--- config.mk ---
export PLATFORM = sky130hd
export DESIGN_NAME = fetch_stage
export DESIGN_NICKNAME = d
export VERILOG_FILES = /design/src/rtl/fetch_stage.sv
export SDC_FILE = /design/constraint.sdc
export NUM_CORES = 1
export LEC_CHECK = 0
export ABC_AREA = 1
export CAP_MARGIN = 20
export CORE_UTILIZATION = 52
export CTS_CLUSTER_DIAMETER = 40
export DETAILED_ROUTE_END_ITERATION = 10
export DONT_BUFFER_PORTS = 1
export PLACE_DENSITY = 0.78
export SYNTH_ARGS = -nofsm -noshare
export SYNTH_HDL_FRONTEND = slang
export SYNTH_SLANG_ARGS = --single-unit
--- constraint.sdc ---
create_clock -name clock -period 12.2 [get_ports clock]
set_clock_uncertainty 0.05 [all_clocks]
set_input_delay 1.22 -clock clock [delete_from_list [all_inputs] [get_ports clock]]
set_output_delay 1.22 -clock clock [all_outputs]
set_load 0.1 [all_outputs]
--- src/rtl/fetch_stage.sv ---
// Purpose : instruction fetch stage; owns the PC, issues one instruction-memory
//           request at a time and fills the IF/ID register for decode.
// Latency : one cycle from imem_ready (with stall low) to the word on if_*;
//           a zero-wait memory sustains one instruction per cycle.
// Backpr. : stall freezes IF/ID and pc; a response that lands during stall is
//           parked in a one-entry skid buffer and fetching pauses (HOLD).
//
// Ports
//   clock, reset              single clock, asynchronous active-high reset
//   stall                     decode is not consuming IF/ID this cycle
//   redirect_valid/_pc        taken branch/jump: flush IF/ID and refetch
//   imem_req/imem_addr        instruction memory request (word aligned)
//   imem_ready/imem_rdata     response for the current imem_addr
//   if_valid/if_pc/if_instr   IF/ID register (if_instr is NOP when invalid)
//   pc                        current fetch PC
//   stall_cycles              saturating count of stalled cycles with a valid IF/ID
module fetch_stage #(
    parameter logic [31:0] RESET_PC  = 32'h0000_0000,
    parameter logic [31:0] NOP_INSTR = 32'h0000_0013
) (
    input  logic        clock,
    input  logic        reset,
    input  logic        stall,
    input  logic        redirect_valid,
    input  logic [31:0] redirect_pc,
    output logic        imem_req,
    output logic [31:0] imem_addr,
    input  logic        imem_ready,
    input  logic [31:0] imem_rdata,
    output logic        if_valid,
    output logic [31:0] if_pc,
    output logic [31:0] if_instr,
    output logic [31:0] pc,
    output logic [15:0] stall_cycles
);

    typedef enum logic [1:0] {
        IDLE  = 2'd0,
        FETCH = 2'd1,
        HOLD  = 2'd2,
        DROP  = 2'd3
    } state_t;

    state_t state;
    state_t state_nxt;

    // IF/ID payload; the instruction output is masked to NOP when invalid
    logic [31:0] if_instr_q;

    // One-entry skid buffer for a response that arrives while decode stalls
    logic        skid_vld;
    logic [31:0] skid_pc;
    logic [31:0] skid_instr;

    // Control strobes decoded from state and inputs
    logic ifid_clear;
    logic ifid_load_mem;
    logic ifid_load_skid;
    logic skid_load;
    logic skid_clear;
    logic pc_inc;
    logic pc_redirect;

    // Redirect targets are forced onto a word boundary
    logic [31:0] redirect_aligned;
    assign redirect_aligned = redirect_pc & ~32'd3;

    // ------------------------------------------------------------------
    // State register
    // ------------------------------------------------------------------
    always_ff @(posedge clock or posedge reset) begin
        if (reset) begin
            state <= IDLE;
        end else begin
            state <= state_nxt;
        end
    end

    // ------------------------------------------------------------------
    // Next-state logic
    // ------------------------------------------------------------------
    always_comb begin
        state_nxt = state;
        case (state)
            IDLE: begin
                state_nxt = FETCH;
            end
            FETCH: begin
                if (redirect_valid) begin
                    // With the old request still outstanding its response
                    // must be swallowed before refetching.
                    state_nxt = imem_ready ? FETCH : DROP;
                end else if (imem_ready && stall) begin
                    state_nxt = HOLD;
                end
            end
            HOLD: begin
                if (redirect_valid || !stall) begin
                    state_nxt = FETCH;
                end
            end
            DROP: begin
                // A redirect here only retargets pc; the stale response is
                // still owed by the memory.
                if (!redirect_valid && imem_ready) begin
                    state_nxt = FETCH;
                end
            end
            default: begin
                state_nxt = IDLE;
            end
        endcase
    end

    // ------------------------------------------------------------------
    // Output / control decode
    // ------------------------------------------------------------------
    always_comb begin
        imem_req       = (state == FETCH);
        ifid_clear     = 1'b0;
        ifid_load_mem  = 1'b0;
        ifid_load_skid = 1'b0;
        skid_load      = 1'b0;
        skid_clear     = 1'b0;
        pc_inc         = 1'b0;
        pc_redirect    = 1'b0;

        if (redirect_valid) begin
            // Redirect wins over stall and imem_ready: a clean bubble only.
            ifid_clear  = 1'b1;
            skid_clear  = 1'b1;
            pc_redirect = 1'b1;
        end else begin
            case (state)
                FETCH: begin
                    if (imem_ready && !stall) begin
                        ifid_load_mem = 1'b1;
                        pc_inc        = 1'b1;
                    end else if (imem_ready && stall) begin
                        skid_load = 1'b1;
                    end else if (!stall) begin
                        // Decode consumed IF/ID but nothing arrived: bubble.
                        ifid_clear = 1'b1;
                    end
                end
                HOLD: begin
                    if (!stall && skid_vld) begin
                        ifid_load_skid = 1'b1;
                        skid_clear     = 1'b1;
                        pc_inc         = 1'b1;
                    end
                end
                default: begin
                end
            endcase
        end
    end

    // ------------------------------------------------------------------
    // Datapath registers
    // ------------------------------------------------------------------
    always_ff @(posedge clock or posedge reset) begin
        if (reset) begin
            pc         <= RESET_PC;
            if_valid   <= 1'b0;
            if_pc      <= 32'd0;
            if_instr_q <= NOP_INSTR;
            skid_vld   <= 1'b0;
            skid_pc    <= 32'd0;
            skid_instr <= NOP_INSTR;
        end else begin
            if (pc_redirect) begin
                pc <= redirect_aligned;
            end else if (pc_inc) begin
                pc <= pc + 32'd4;
            end

            if (ifid_clear) begin
                if_valid <= 1'b0;
            end else if (ifid_load_mem) begin
                if_valid   <= 1'b1;
                if_pc      <= pc;
                if_instr_q <= imem_rdata;
            end else if (ifid_load_skid) begin
                if_valid   <= 1'b1;
                if_pc      <= skid_pc;
                if_instr_q <= skid_instr;
            end

            if (skid_clear) begin
                skid_vld <= 1'b0;
            end else if (skid_load) begin
                skid_vld   <= 1'b1;
                skid_pc    <= pc;
                skid_instr <= imem_rdata;
            end
        end
    end

    // Stall statistics: only cycles where decode holds a real instruction
    always_ff @(posedge clock or posedge reset) begin
        if (reset) begin
            stall_cycles <= 16'd0;
        end else if (stall && if_valid && (stall_cycles != 16'hFFFF)) begin
            stall_cycles <= stall_cycles + 16'd1;
        end
    end

    assign imem_addr = pc;
    assign if_instr  = if_valid ? if_instr_q : NOP_INSTR;

endmodule

Yosys cells after proc, flatten, opt, wreduce, memory -nomap -nowiden
Cells that the tools add are included.
{"block": "word_totals", "ff_bits": 180, "inputBits": 69, "output_inout_bits": 146, "elab_cells": 74}
{"block": "classes", "n_addsub": 2, "n_eq_ne": 7, "n_mux": 37, "bitwise": 2, "n_reduce_logical": 17}
{"cell": "$mux 32", "count": 7}
{"cell": "$add 32x3->32 const B", "count": 1}
{"cell": "$mux 1", "count": 23}
{"cell": "$add 16x1->16 const B", "count": 1}
{"cell": "$ne 16x16->1 const B", "count": 1}
{"cell": "$mux 2", "count": 5}
{"cell": "$pmux 2 s4", "count": 1}
{"cell": "$logic_and 1x1->1", "count": 6}
{"cell": "$reduce_bool 2->1", "count": 3}
{"cell": "$eq 2x2->1 const B", "count": 2}
{"cell": "$ne 2x2->1 const B", "count": 2}
{"cell": "$reduce_and 2->1", "count": 2}
{"cell": "$ne 3x2->1 const B", "count": 1}
{"cell": "$reduce_and 3->1", "count": 1}
{"cell": "$reduce_bool 3->1", "count": 1}
{"cell": "$eq 2x1->1 const B", "count": 1}
{"cell": "$logic_not 1->1", "count": 2}
{"cell": "$logic_not 2->1", "count": 1}
{"cell": "$not 1->1", "count": 2}
{"cell": "$pmux 1 s2", "count": 1}
{"cell": "$logic_or 1x1->1", "count": 1}

Longest topological paths before layout
Gate-level depths: netlist of the first run.
{"block": "depth", "word_depth": 8, "ltp_mapped": 13}

Worst setup path before layout of the first run
OpenSTA, ideal clock, no wires.
{"block": "synth_timing", "path_type": "reg2out", "startpoint": "reg if_valid", "endpoint": "out if_instr[24]", "arrival_time_ns": 2.123, "setup_slack_ns": 8.807, "path_stages_with_launch": 5, "cell_sequence": "dfrtp_1 > clkbuf_1 > clkbuf_1 > nand2_1 > inv_1"}
{"block": "synth_via", "elab_chain_cells": 1}
{"item": "start, declared", "line_no": "30", "source": "output logic if_valid,"}
{"item": "start signal, assigned", "line_no": "165", "source": "if_valid <= 1'b0;"}
{"item": "start signal, assigned", "line_no": "179", "source": "if_valid <= 1'b0;"}
{"item": "start signal, assigned", "line_no": "181", "source": "if_valid <= 1'b1;"}
{"item": "$mux 32", "line_no": "210", "source": "assign if_instr = if_valid ? if_instr_q : NOP_INSTR;"}
{"item": "end, declared", "line_no": "32", "source": "output logic [31:0] if_instr,"}
No other way between the ends.

Worst setup path in the final report of the first run
{"block": "layout_timing", "startpoint": "reg state[1]", "endpoint": "reg if_pc[19]"}
{"block": "layout_via", "elab_chain_cells": 5}
{"item": "start, declared", "line_no": "44", "source": "state_t state;"}
{"item": "start signal, assigned", "line_no": "75", "source": "state <= state_nxt;"}
{"item": "$eq 2x1->1 *"}
{"item": "named net imem_req", "line_no": "26", "source": "output logic imem_req,"}
{"item": "$mux 1", "line_no": "134", "source": "case (state)"}
{"item": "$mux 1", "line_no": "128", "source": "if (redirect_valid) begin"}
{"item": "$reduce_bool 2->1 (no source line) / $not 1->1 (equally long branches)"}
{"item": "$reduce_and 2->1 (no source line)"}
{"item": "end signal, assigned", "line_no": "182", "source": "if_pc <= pc;"}
{"item": "end signal, assigned", "line_no": "186", "source": "if_pc <= skid_pc;"}
{"item": "end, declared", "line_no": "31", "source": "output logic [31:0] if_pc,"}
Mark *: on every way through the listed nets, which the timed path passes. The rest lies on a longest branch.
A chain may end at the register's enable or synchronous reset.

==> run summary, run 1 <==
CP Cell Sequence: inv_1 -> ha_1 -> inv_1 -> nor2_4 -> buf_4 -> nand2_1 -> nand2_2 -> nand2_2 -> clkinv_2 -> buf_4 -> nor2_1 -> a31oi_1
CTS clock-pin slew for the worst setup and hold paths: 0.06 ns
Tot GR Track Use: 24.8%
Hold depth: 2
Unrepaired setup endpoints after global routing: false
Min Hold Slack: 0.436 ns
Antenna-violating nets left: 0
Post_cts resized: 0
H-tree Lvls: 4
Critical path class: register to register
Multi-input gate area: 3860 µm²
Sum of negative setup slack: 0 ns
#FFs+latches synth: 174
Mapped cell area: 9140 µm²
Vias per cell: 5.48
Final-report setup violation count: 0
Site row count: 48
Initial antenna violation count: 0
Number of buffers inserted by port buffering: 0
Register area share after synthesis: 47.7%
Min cycle time layout: 4.64 ns
Core Area: 17200 µm²
Syn-to-layout area delta: 5.11%
Leak: 0.00450 µW
CP arrival: 4.92 ns
Antenna cells: 0
Status: finished, final reports clean
Setup Buffers After CTS: 0
Avg WL per Cell: 16.4 µm
Die area: 18100 µm²
CP Depth: 12
Detailed Place HPWL: 14800 µm
Cells after synthesis: 1169
Unique cell type count in the Yosys netlist: 36
Worst-Margin Slew: 1.09 ns
Final Cycle Share: 38.0%
Clock net sink count: 174
Final wirelength: 22000 µm
Nets: 1180
Gr ovfl total: 0
CP peak stage delay: 0.86 ns
# fillers: 1570
First-pass iteration count of the detailed router: 5
Register Area: 4400 µm²
Worst-Skew Late Latency: 0.43 ns
Clock Tree Root: clkbuf_16
Cell family with most CP delay: buffers and inverters
Share of layout cells above drive strength 1: 11.3%
WP buf/inv: 5
Post-CTS Hold Fix Bufs: 0
First-pass GRT wire length: 35000 µm
DIE HEIGHT: 135 µm
Vias: 7371
CTS Buf Count: 17
Req. time, crit path: 12.48 ns
Worst Hold Class: register to register
CP endpoint kind: register
Warnings, synthesis: 0
Initial Util: 53.0%
Ports: 215
R2r setup slk: 7.56 ns
Power per cell area: 315 nW/µm²
CTS tree: yes
Final Hold Viols: 0
Chip width: 135 µm
Max Cap Viol: 0
CP Launch Type: register
DRC Markers: 0
Vias in the first global route: 6818
Worst rel slew slack: 27.3%
Largest net degree at the start of global routing: 96
Worst-path fanout max: 84
Worst vdd ir: 167 µV
GP Congestion: 0.964
Synth Area per Inst: 7.82 µm²
Bufs on Longest Clock Path: 2
Max Fclk: 215 MHz
Slew Viols, Final: 0
R2r worst-path depth: 12
DRT iter0 DRCs: 525
Crit-path slowest cell: ha_1
[cells in the final DEF (no fill, tap or decap), drive strengths merged]
master | synthesis | routed
a21oi | 12 | 12
a31oi | 60 | 60
and2 | 1 | 1
buf | 72 | 10
bufinv | 0 | 2
clkbuf | 25 | 19
clkinv | 0 | 6
clkinvlp | 0 | 4
conb | 1 | 6
dfrtp | 168 | 168
dfstp | 6 | 6
ha | 5 | 5
inv | 98 | 99
mux2 | 32 | 32
nand2 | 328 | 328
nand3 | 106 | 106
nand3b | 3 | 3
nand4 | 6 | 6
nor2 | 159 | 159
nor3 | 7 | 7
o211ai | 2 | 2
o21ai | 64 | 64
o21bai | 1 | 1
o22ai | 1 | 1
o31ai | 1 | 1
xnor2 | 8 | 8
xor2 | 3 | 3
[report_power, final]
part / total [µW] / internal, µW / switching (µW)
clock network: 528 / 302 / 226
registers: 1810 / 812 / 999
logic: 688 / 222 / 466
[metrics by stage]
step	worst slack, ns	instance area, µm²	std cells	util [%]	total power [µW]
global route	7.23	9610	1344	55.7	3180
detailed placement	7.60	8980	1310	52.1	2510
global placement	7.66	8980	1310	52.1	2480
finish	7.56	9610	1344	55.7	3030
floorplan	6.22	9160	1174	-	2380
CTS	7.56	9550	1342	55.4	3040
[registers in the layout, indices dropped and copies added, names as in the netlist]
signal and cells:
state 2, if_instr_q 32, if_valid 1, skid_pc 30, imem_addr 30, skid_vld 1, if_pc 30, skid_instr 32
stall_cycles 16
[tightest hold or removal path, stage by stage, from the launching register on]
cell and delay, ns:
dfrtp_1 0.34, nand2_1 0.05, o21ai_0 0.06
[path summary, 6_finish.rpt]
| kind | from | end |
|---|---|---|
| hold / removal | skid_pc[12] | skid_pc[12] |
| hold reg to reg | skid_pc[12] | skid_pc[12] |
| max in group asynchronous | reset | if_instr_q[4] |
| min in group asynchronous | reset | if_instr_q[7] |
| setup reg to reg | state[1] | if_pc[19] |
| setup / recovery | state[1] | if_pc[19] |
[synthesized netlist by cell type (all sizes together)]
| cell | number | area share (%) |
|---|---|---|
| a21oi | 12 | 0.78 |
| a31oi | 60 | 4.1 |
| and2 | 1 | 0.068 |
| buf | 72 | 5.4 |
| clkbuf | 25 | 1.0 |
| conb | 1 | 0.041 |
| dfrtp | 168 | 46 |
| dfstp | 6 | 1.7 |
| ha | 5 | 0.68 |
| inv | 98 | 4.0 |
| mux2 | 32 | 3.9 |
| nand2 | 328 | 14 |
| nand3 | 106 | 5.9 |
| nand3b | 3 | 0.25 |
| nand4 | 6 | 0.41 |
| nor2 | 159 | 6.7 |
| nor3 | 7 | 0.44 |
| o211ai | 2 | 0.16 |
| o21ai | 64 | 3.5 |
| o21bai | 1 | 0.082 |
| o22ai | 1 | 0.068 |
| o31ai | 1 | 0.082 |
| xnor2 | 8 | 0.77 |
| xor2 | 3 | 0.29 |
[cell families after synthesis]
logic type | count (synthesis) | share of synthesized area, %
muxes | 32 | 3.94
and+or+nand+nor | 610 | 27.3
buffers and inverters | 195 | 10.4
other | 1 | 0.0410
adders and majority gates | 5 | 0.684
DFF | 174 | 47.7
AOI/OAI and AO/OA | 141 | 8.83
xor gates and xnor gates | 11 | 1.05
[layer usage]
layer | share of wire [%] | vias to the layer above | track usage [%]
met5 | 0 | - | 0
met4 | 2.9 | 0 | 11.2
met3 | 7.5 | 40 | 7.62
met2 | 46 | 259 | 39.7
met1 | 43 | 3472 | 30.8
li1 | - | 3600 | -
[area by class of cell]
| cell class | instances | share of cell area [%] |
|---|---|---|
| tap | 225 | 2.93 |
| sequential | 174 | 45.8 |
| multi-input combinational | 805 | 40.2 |
| timing repair buffer | 10 | 1.20 |
| clock inverter | 13 | 1.46 |
| inverter | 98 | 3.89 |
| clock buffer | 19 | 4.51 |
No activity file was read; power rests on OpenSTA's default activity.
==> inputs of run 2 (changes only) <==
--- a/config.mk
+++ b/config.mk
@@ -11,7 +11,7 @@
 export CTS_CLUSTER_DIAMETER = 40
 export DETAILED_ROUTE_END_ITERATION = 10
 export DONT_BUFFER_PORTS = 1
-export PLACE_DENSITY = 0.78
+export PLACE_DENSITY = 0.81
 export SYNTH_ARGS = -nofsm -noshare
 export SYNTH_HDL_FRONTEND = slang
 export SYNTH_SLANG_ARGS = --single-unit
==> constraint.sdc (replaced) <==
create_clock -name clock -period 3.94 [get_ports clock]
set_clock_uncertainty 0.05 [all_clocks]
set_input_delay 0.394 -clock clock [delete_from_list [all_inputs] [get_ports clock]]
set_output_delay 0.394 -clock clock [all_outputs]
set_load 0.1 [all_outputs]
==> run summary, run 2 (synthesis gave the netlist of run 1 again) <==
Status: finished, final reports clean (unchanged)
Ports: 215 (unchanged)
Detailed Place HPWL: 15700 µm (was 14800 µm)
CTS Buf Count: 17 (unchanged)
CTS clock-pin slew for the worst setup and hold paths: 0.07 ns (was 0.06 ns)
Clock Tree Root: clkbuf_16 (unchanged)
Antenna-violating nets left: 0 (unchanged)
Syn-to-layout area delta: 9.50% (was 5.11%)
Sum of negative setup slack: 0 ns (unchanged)
R2r setup slk: 1.35 ns (was 7.56 ns)
First-pass GRT wire length: 36300 µm (was 35000 µm)
Avg WL per Cell: 16.3 µm (was 16.4 µm)
First-pass iteration count of the detailed router: 5 (unchanged)
Vias in the first global route: 7081 (was 6818)
Max Fclk: 357 MHz
Clock net sink count: 174 (unchanged)
Slew Viols, Final: 0 (unchanged)
Site row count: 48 (unchanged)
Final wirelength: 22700 µm (was 22000 µm)
DP Cell Count: 1357 (was 1310)
Share of layout cells above drive strength 1: 14.6% (was 11.3%)
Flop pwr share: 45.5% (was 59.8%)
Crit path launch: if_valid (was state[1])
Bufs on Longest Clock Path: 2 (unchanged)
Worst-Margin Slew: 1.09 ns (about the same)
H-tree Lvls: 4 (unchanged)
Final-report setup violation count: 0 (unchanged)
# fillers: 1507 (was 1570)
Antenna cells: 0 (unchanged)
Largest net degree at the start of global routing: 115 (was 96)
R2R Path End: if_instr_q[4] (was if_pc[19])
Design Power: 9720 µW (was 3030 µW)
Hold depth: 2 (unchanged)
Post-route insts no fill: 1391 (was 1344)
CTS tree: yes (unchanged)
Power per cell area: 971 nW/µm² (was 315 nW/µm²)
Worst-Skew Late Latency: 0.43 ns (about the same)
CP Cell Sequence: nand2_1 (was inv_1 -> ha_1 -> inv_1 -> nor2_4 -> buf_4 -> nand2_1 -> nand2_2 -> nand2_2 -> clkinv_2 -> buf_4 -> nor2_1 -> a31oi_1)
Post-CTS Hold Fix Bufs: 1 (was 0)
GP Congestion: 0.975 (was 0.964)
Initial Util: 53.0% (unchanged)
Chip width: 135 µm (unchanged)
Min Hold Slack: 0.0541 ns (was 0.436 ns)
Final Hold Viols: 0 (unchanged)
Unrepaired setup endpoints after global routing: false (unchanged)
Crit-path slowest cell: dfrtp_2 (was ha_1)
Worst vdd ir: 461 µV (was 167 µV)
CP peak stage delay: 1.06 ns (was 0.86 ns)
R2r worst-path depth: 10 (was 12)
Core Area: 17200 µm² (unchanged)
Max Cap Viol: 0 (unchanged)
Switching Power: 5290 µW (was 1690 µW)
Req. time, crit path: 3.50 ns (was 12.48 ns)
Combinational share of power: 36.2% (was 22.7%)
Worst Hold Class: input port to register (was register to register)
Critical path class: register to output port (was register to register)
Commonest non-fill, non-tap cell in the layout: nand2_1 (unchanged)
CP arrival: 2.36 ns (was 4.92 ns)
Post_cts resized: 0 (unchanged)
Worst rel slew slack: 27.1% (was 27.3%)
Gr ovfl total: 0 (unchanged)
Vias: 7650 (was 7371)
Final Cycle Share: 71.2%
Leak: 0.00475 µW (was 0.00450 µW)
Min-delay src: imem_rdata[0] (was skid_pc[12])
Initial antenna violation count: 0 (unchanged)
CP Launch Type: register (unchanged)
CP endpoint kind: output port (was register)
Worst Hold End: skid_instr[0] (was skid_pc[12])
Clock share of power: 18.3% (was 17.5%)
Worst-path fanout max: 35 (was 84)
WP buf/inv: 0 (was 5)
Die area: 18100 µm² (unchanged)
DIE HEIGHT: 135 µm (unchanged)
Min cycle time layout: 2.80 ns
Setup Buffers After CTS: 0 (unchanged)
Tot GR Track Use: 25.8% (was 24.8%)
DRT iter0 DRCs: 477 (was 525)
Number of buffers inserted by port buffering: 0 (unchanged)
Internal cell power: 4430 µW (was 1340 µW)
Vias per cell: 5.50 (was 5.48)
Cell family with most CP delay: flip-flops (was buffers and inverters)
Switching share of power: 54.4% (was 55.9%)
Nets: 1227 (was 1180)
Largest regs: if_instr_q (32), skid_instr (32) (unchanged)
Worst r2r src: state[1] (unchanged)
Most frequent cells in the layout: 323 x nand2_1, 155 x nor2_1, 137 x dfrtp_1 (unchanged)
DRC Markers: 0 (unchanged)
[run 2: cell count changes in the layout (fill, tap and decap cells not counted), moves of 2 or more]
cell / previous run / this run
clkinv_4: 2 / 0
bufinv_16: 2 / 4
clkbuf_1: 2 / 4
inv_6: 3 / 1
buf_12: 0 / 2
buf_4: 8 / 53
[run 2: area by class of cell]
cell class / count / area, µm² / share of cell area, %
multi-input combinational: 805 / 3860 / 38.6
clock buffer: 22 / 454 / 4.54
clock inverter: 10 / 161 / 1.61
sequential: 174 / 4400 / 44.0
tap: 225 / 282 / 2.81
inverter: 98 / 373 / 3.73
timing repair buffer: 57 / 475 / 4.75
[run 2: worst max path at each step]
stage | end | slack, ns | cells after the start
finish | if_instr[4] | 1.14 | 1
global route | if_instr[4] | 1.04 | 1
CTS | if_instr[4] | 1.09 | 1
detailed placement | if_instr_q[1] | 1.33 | 10
global placement | if_instr_q[1] | 1.39 | 10
floorplan | if_instr_q[10] | 1.28 | 1
[run 2: metrics by stage]
step	utilization [%]	worst slack, ns	cell area, µm²
global placement	54.3	1.39	9360
detailed placement	54.3	1.33	9360
global route	58.1	1.04	10000
CTS	57.9	1.09	9980
finish	58.1	1.14	10000
floorplan	-	1.28	9160
[run 2: power by group through the flow]
| stage | Combinational [µW] | Clock [µW] | Sequential [µW] |
|---|---|---|---|
| after floorplan | 2490 | 0 | 4890 |
| after global placement | 3430 | 0 | 4410 |
| after detailed placement | 3510 | 0 | 4460 |
| after CTS | 3520 | 1810 | 4430 |
| after global routing | 3790 | 1870 | 4510 |
| final | 3520 | 1780 | 4420 |
[run 2: metal layers]
layer	global-route usage (%)	vias to the layer above	part of all wire, %
li1	-	3696	-
met5	0	-	0
met2	43.5	307	49
met3	6.38	39	7.2
met1	31.4	3608	41
met4	11.0	0	2.4
==> inputs of run 3 (changes only) <==
==> constraint.sdc (replaced) <==
create_clock -name clock -period 2.33 [get_ports clock]
set_clock_uncertainty 0.05 [all_clocks]
set_input_delay 0.233 -clock clock [delete_from_list [all_inputs] [get_ports clock]]
set_output_delay 0.233 -clock clock [all_outputs]
set_load 0.1 [all_outputs]
==> run summary, run 3 (synthesis gave the netlist of run 1 again) <==
Syn-to-layout area delta: 22.6% (was 9.50%)
Setup crit end: imem_addr[7] (was if_instr[4])
Avg WL per Cell: 15.9 µm (was 16.3 µm)
Unrepaired setup endpoints after global routing: false (unchanged)
Leak: 0.00539 µW (was 0.00475 µW)
Clock Tree Root: clkbuf_16 (unchanged)
Share of layout cells above drive strength 1: 19.2% (was 14.6%)
Final Hold Viols: 0 (unchanged)
Antenna-violating nets left: 0 (unchanged)
Slew Viols, Final: 0 (unchanged)
CP Cell Sequence: inv_1 -> ha_2 -> inv_1 -> nor2_4 -> nand2_1 -> nand2_2 -> nand2_2 -> nand2_1 -> buf_4 -> o21ai_0 -> o22ai_1 (was nand2_1)
Most frequent cells in the layout: 323 x nand2_1, 155 x nor2_1, 137 x dfrtp_1 (unchanged)
Die area: 18100 µm² (unchanged)
Min Hold Slack: 0.0136 ns (was 0.0541 ns)
H-tree Lvls: 4 (unchanged)
CP arrival: 2.41 ns (was 2.36 ns)
Critical path class: register to register (was register to output port)
Crit path launch: state[1] (was if_valid)
Commonest non-fill, non-tap cell in the layout: nand2_1 (unchanged)
Max Cap Viol: 0 (unchanged)
Ports: 215 (unchanged)
Vias in the first global route: 7689 (was 7081)
First-pass GRT wire length: 38800 µm (was 36300 µm)
DRC Markers: 0 (unchanged)
Req. time, crit path: 2.62 ns (was 3.50 ns)
Largest regs: if_instr_q (32), skid_instr (32) (unchanged)
Site row count: 48 (unchanged)
Worst vdd ir: 1050 µV (was 461 µV)
GP Congestion: 0.992 (was 0.975)
Initial Util: 53.0% (unchanged)
CP Launch Type: register (unchanged)
Clock net sink count: 174 (unchanged)
CP peak stage delay: 0.40 ns (was 1.06 ns)
CTS tree: yes (unchanged)
Design Power: 17200 µW (was 9720 µW)
Chip width: 135 µm (unchanged)
CP endpoint kind: register (was output port)
CTS Buf Count: 17 (unchanged)
Nets: 1361 (was 1227)
Tot GR Track Use: 27.5% (was 25.8%)
Initial antenna violation count: 0 (unchanged)
Vias: 8315 (was 7650)
CTS clock-pin slew for the worst setup and hold paths: 0.06 ns (was 0.07 ns)
CP Depth: 11 (was 1)
Final-report setup violation count: 0 (unchanged)
Antenna cells: 0 (unchanged)
WP buf/inv: 3 (was 0)
Power per cell area: 1540 nW/µm² (was 971 nW/µm²)
Crit-path slowest cell: dfrtp_1 (was dfrtp_2)
Vias per cell: 5.46 (was 5.50)
First-pass iteration count of the detailed router: 5 (unchanged)
Gr ovfl total: 0 (unchanged)
Worst-path fanout max: 11 (was 35)
Status: finished, final reports clean (unchanged)
R2r setup slk: 0.21 ns (was 1.35 ns)
DIE HEIGHT: 135 µm (unchanged)
Worst rel slew slack: 50.5% (was 27.1%)
Setup Buffers After CTS: 0 (unchanged)
Final wirelength: 24300 µm (was 22700 µm)
Worst r2r src: state[1] (unchanged)
Detailed Place HPWL: 16100 µm (was 15700 µm)
Number of buffers inserted by port buffering: 0 (unchanged)
Cell family with most CP delay: simple AND/OR/NAND/NOR gates (was flip-flops)
Largest net degree at the start of global routing: 112 (was 115)
Min cycle time layout: 2.12 ns
Worst-Skew Late Latency: 0.43 ns (about the same)
Bufs on Longest Clock Path: 2 (unchanged)
Final Cycle Share: 91.0%
DRT iter0 DRCs: 623 (was 477)
Worst Hold Class: input port to register (unchanged)
Util after Layout: 65.0% (was 58.1%)
Core Area: 17200 µm² (unchanged)
Max Fclk: 472 MHz
R2R Path End: imem_addr[7] (was if_instr_q[4])
Worst-Margin Slew: 0.740 ns (was 1.09 ns)
Sum of negative setup slack: 0 ns (unchanged)
R2r worst-path depth: 11 (was 10)
==> run 3: cell types whose count changed in the layout (fill, tap and decap cells not counted), sizes merged <==
cell	previous run	this run
clkbuf	22	21
clkinvlp	4	3
dlygate4sd3	1	56
buf	56	135
inv	97	98
==> run 3: layout make-up <==
cell class | instances | area [µm²]
clock inverter | 10 | 163
clock buffer | 21 | 450
timing repair buffer | 191 | 1670
inverter | 98 | 374
multi-input combinational | 805 | 3870
tap | 225 | 282
fill | 1403 | 6030
sequential | 174 | 4400
==> run 3: metal layers <==
layer | vias up | routed length, µm | global-route usage, %
li1 | 3962 | - | -
met1 | 3973 | 9960 | 34.7
met2 | 338 | 12200 | 47.2
met3 | 42 | 1540 | 4.69
met4 | 0 | 533 | 10.5
met5 | - | 0 | 0
==> run 3: how the worst min path moves through the flow <==
stage / start / end / slack (ns) / cells after the start
4_1_cts: redirect_pc[13] / imem_addr[13] / 0.003 / 4
3_5_place_dp: reset / if_instr_q[21] / 0.21 / 2
2_1_floorplan: imem_rdata[0] / skid_instr[0] / 0.31 / 2
6_report: redirect_pc[27] / imem_addr[27] / 0.01 / 4
5_1_grt: redirect_pc[21] / imem_addr[21] / 0.03 / 4
3_3_place_gp: reset / if_instr_q[21] / 0.21 / 2
==> run 3: through the flow <==
step                      setup slack [ns]  cell area (µm²)  cells
after floorplan                     -0.173             9170   1174
after global placement               0.313            10000   1437
after detailed placement             0.188            10000   1437
after CTS                            0.171            11200   1524
after global routing                0.0503            11200   1524
final                                0.210            11200   1524
==> run 3: tightest hold or removal path, stage by stage <==
cell	delay, ns
nor2_1	0.02
nor2_1	0.09
nand2_1	0.06
nand2_1	0.05
==> run 3: what timing repair did <==
item | 4_1_cts | 5_1_grt
hold buffers | 56 | 0
hold endpoints to repair | 251 | 0
setup endpoints to repair | 0 | 1
resized for setup | 0 | 1
==> run 3: power breakdown <==
group          switching (µW)  leakage [µW]  internal, µW
combinational            7200       0.00305          1950
sequential                751       0.00205          4350
clock                    1170      0.000294          1820
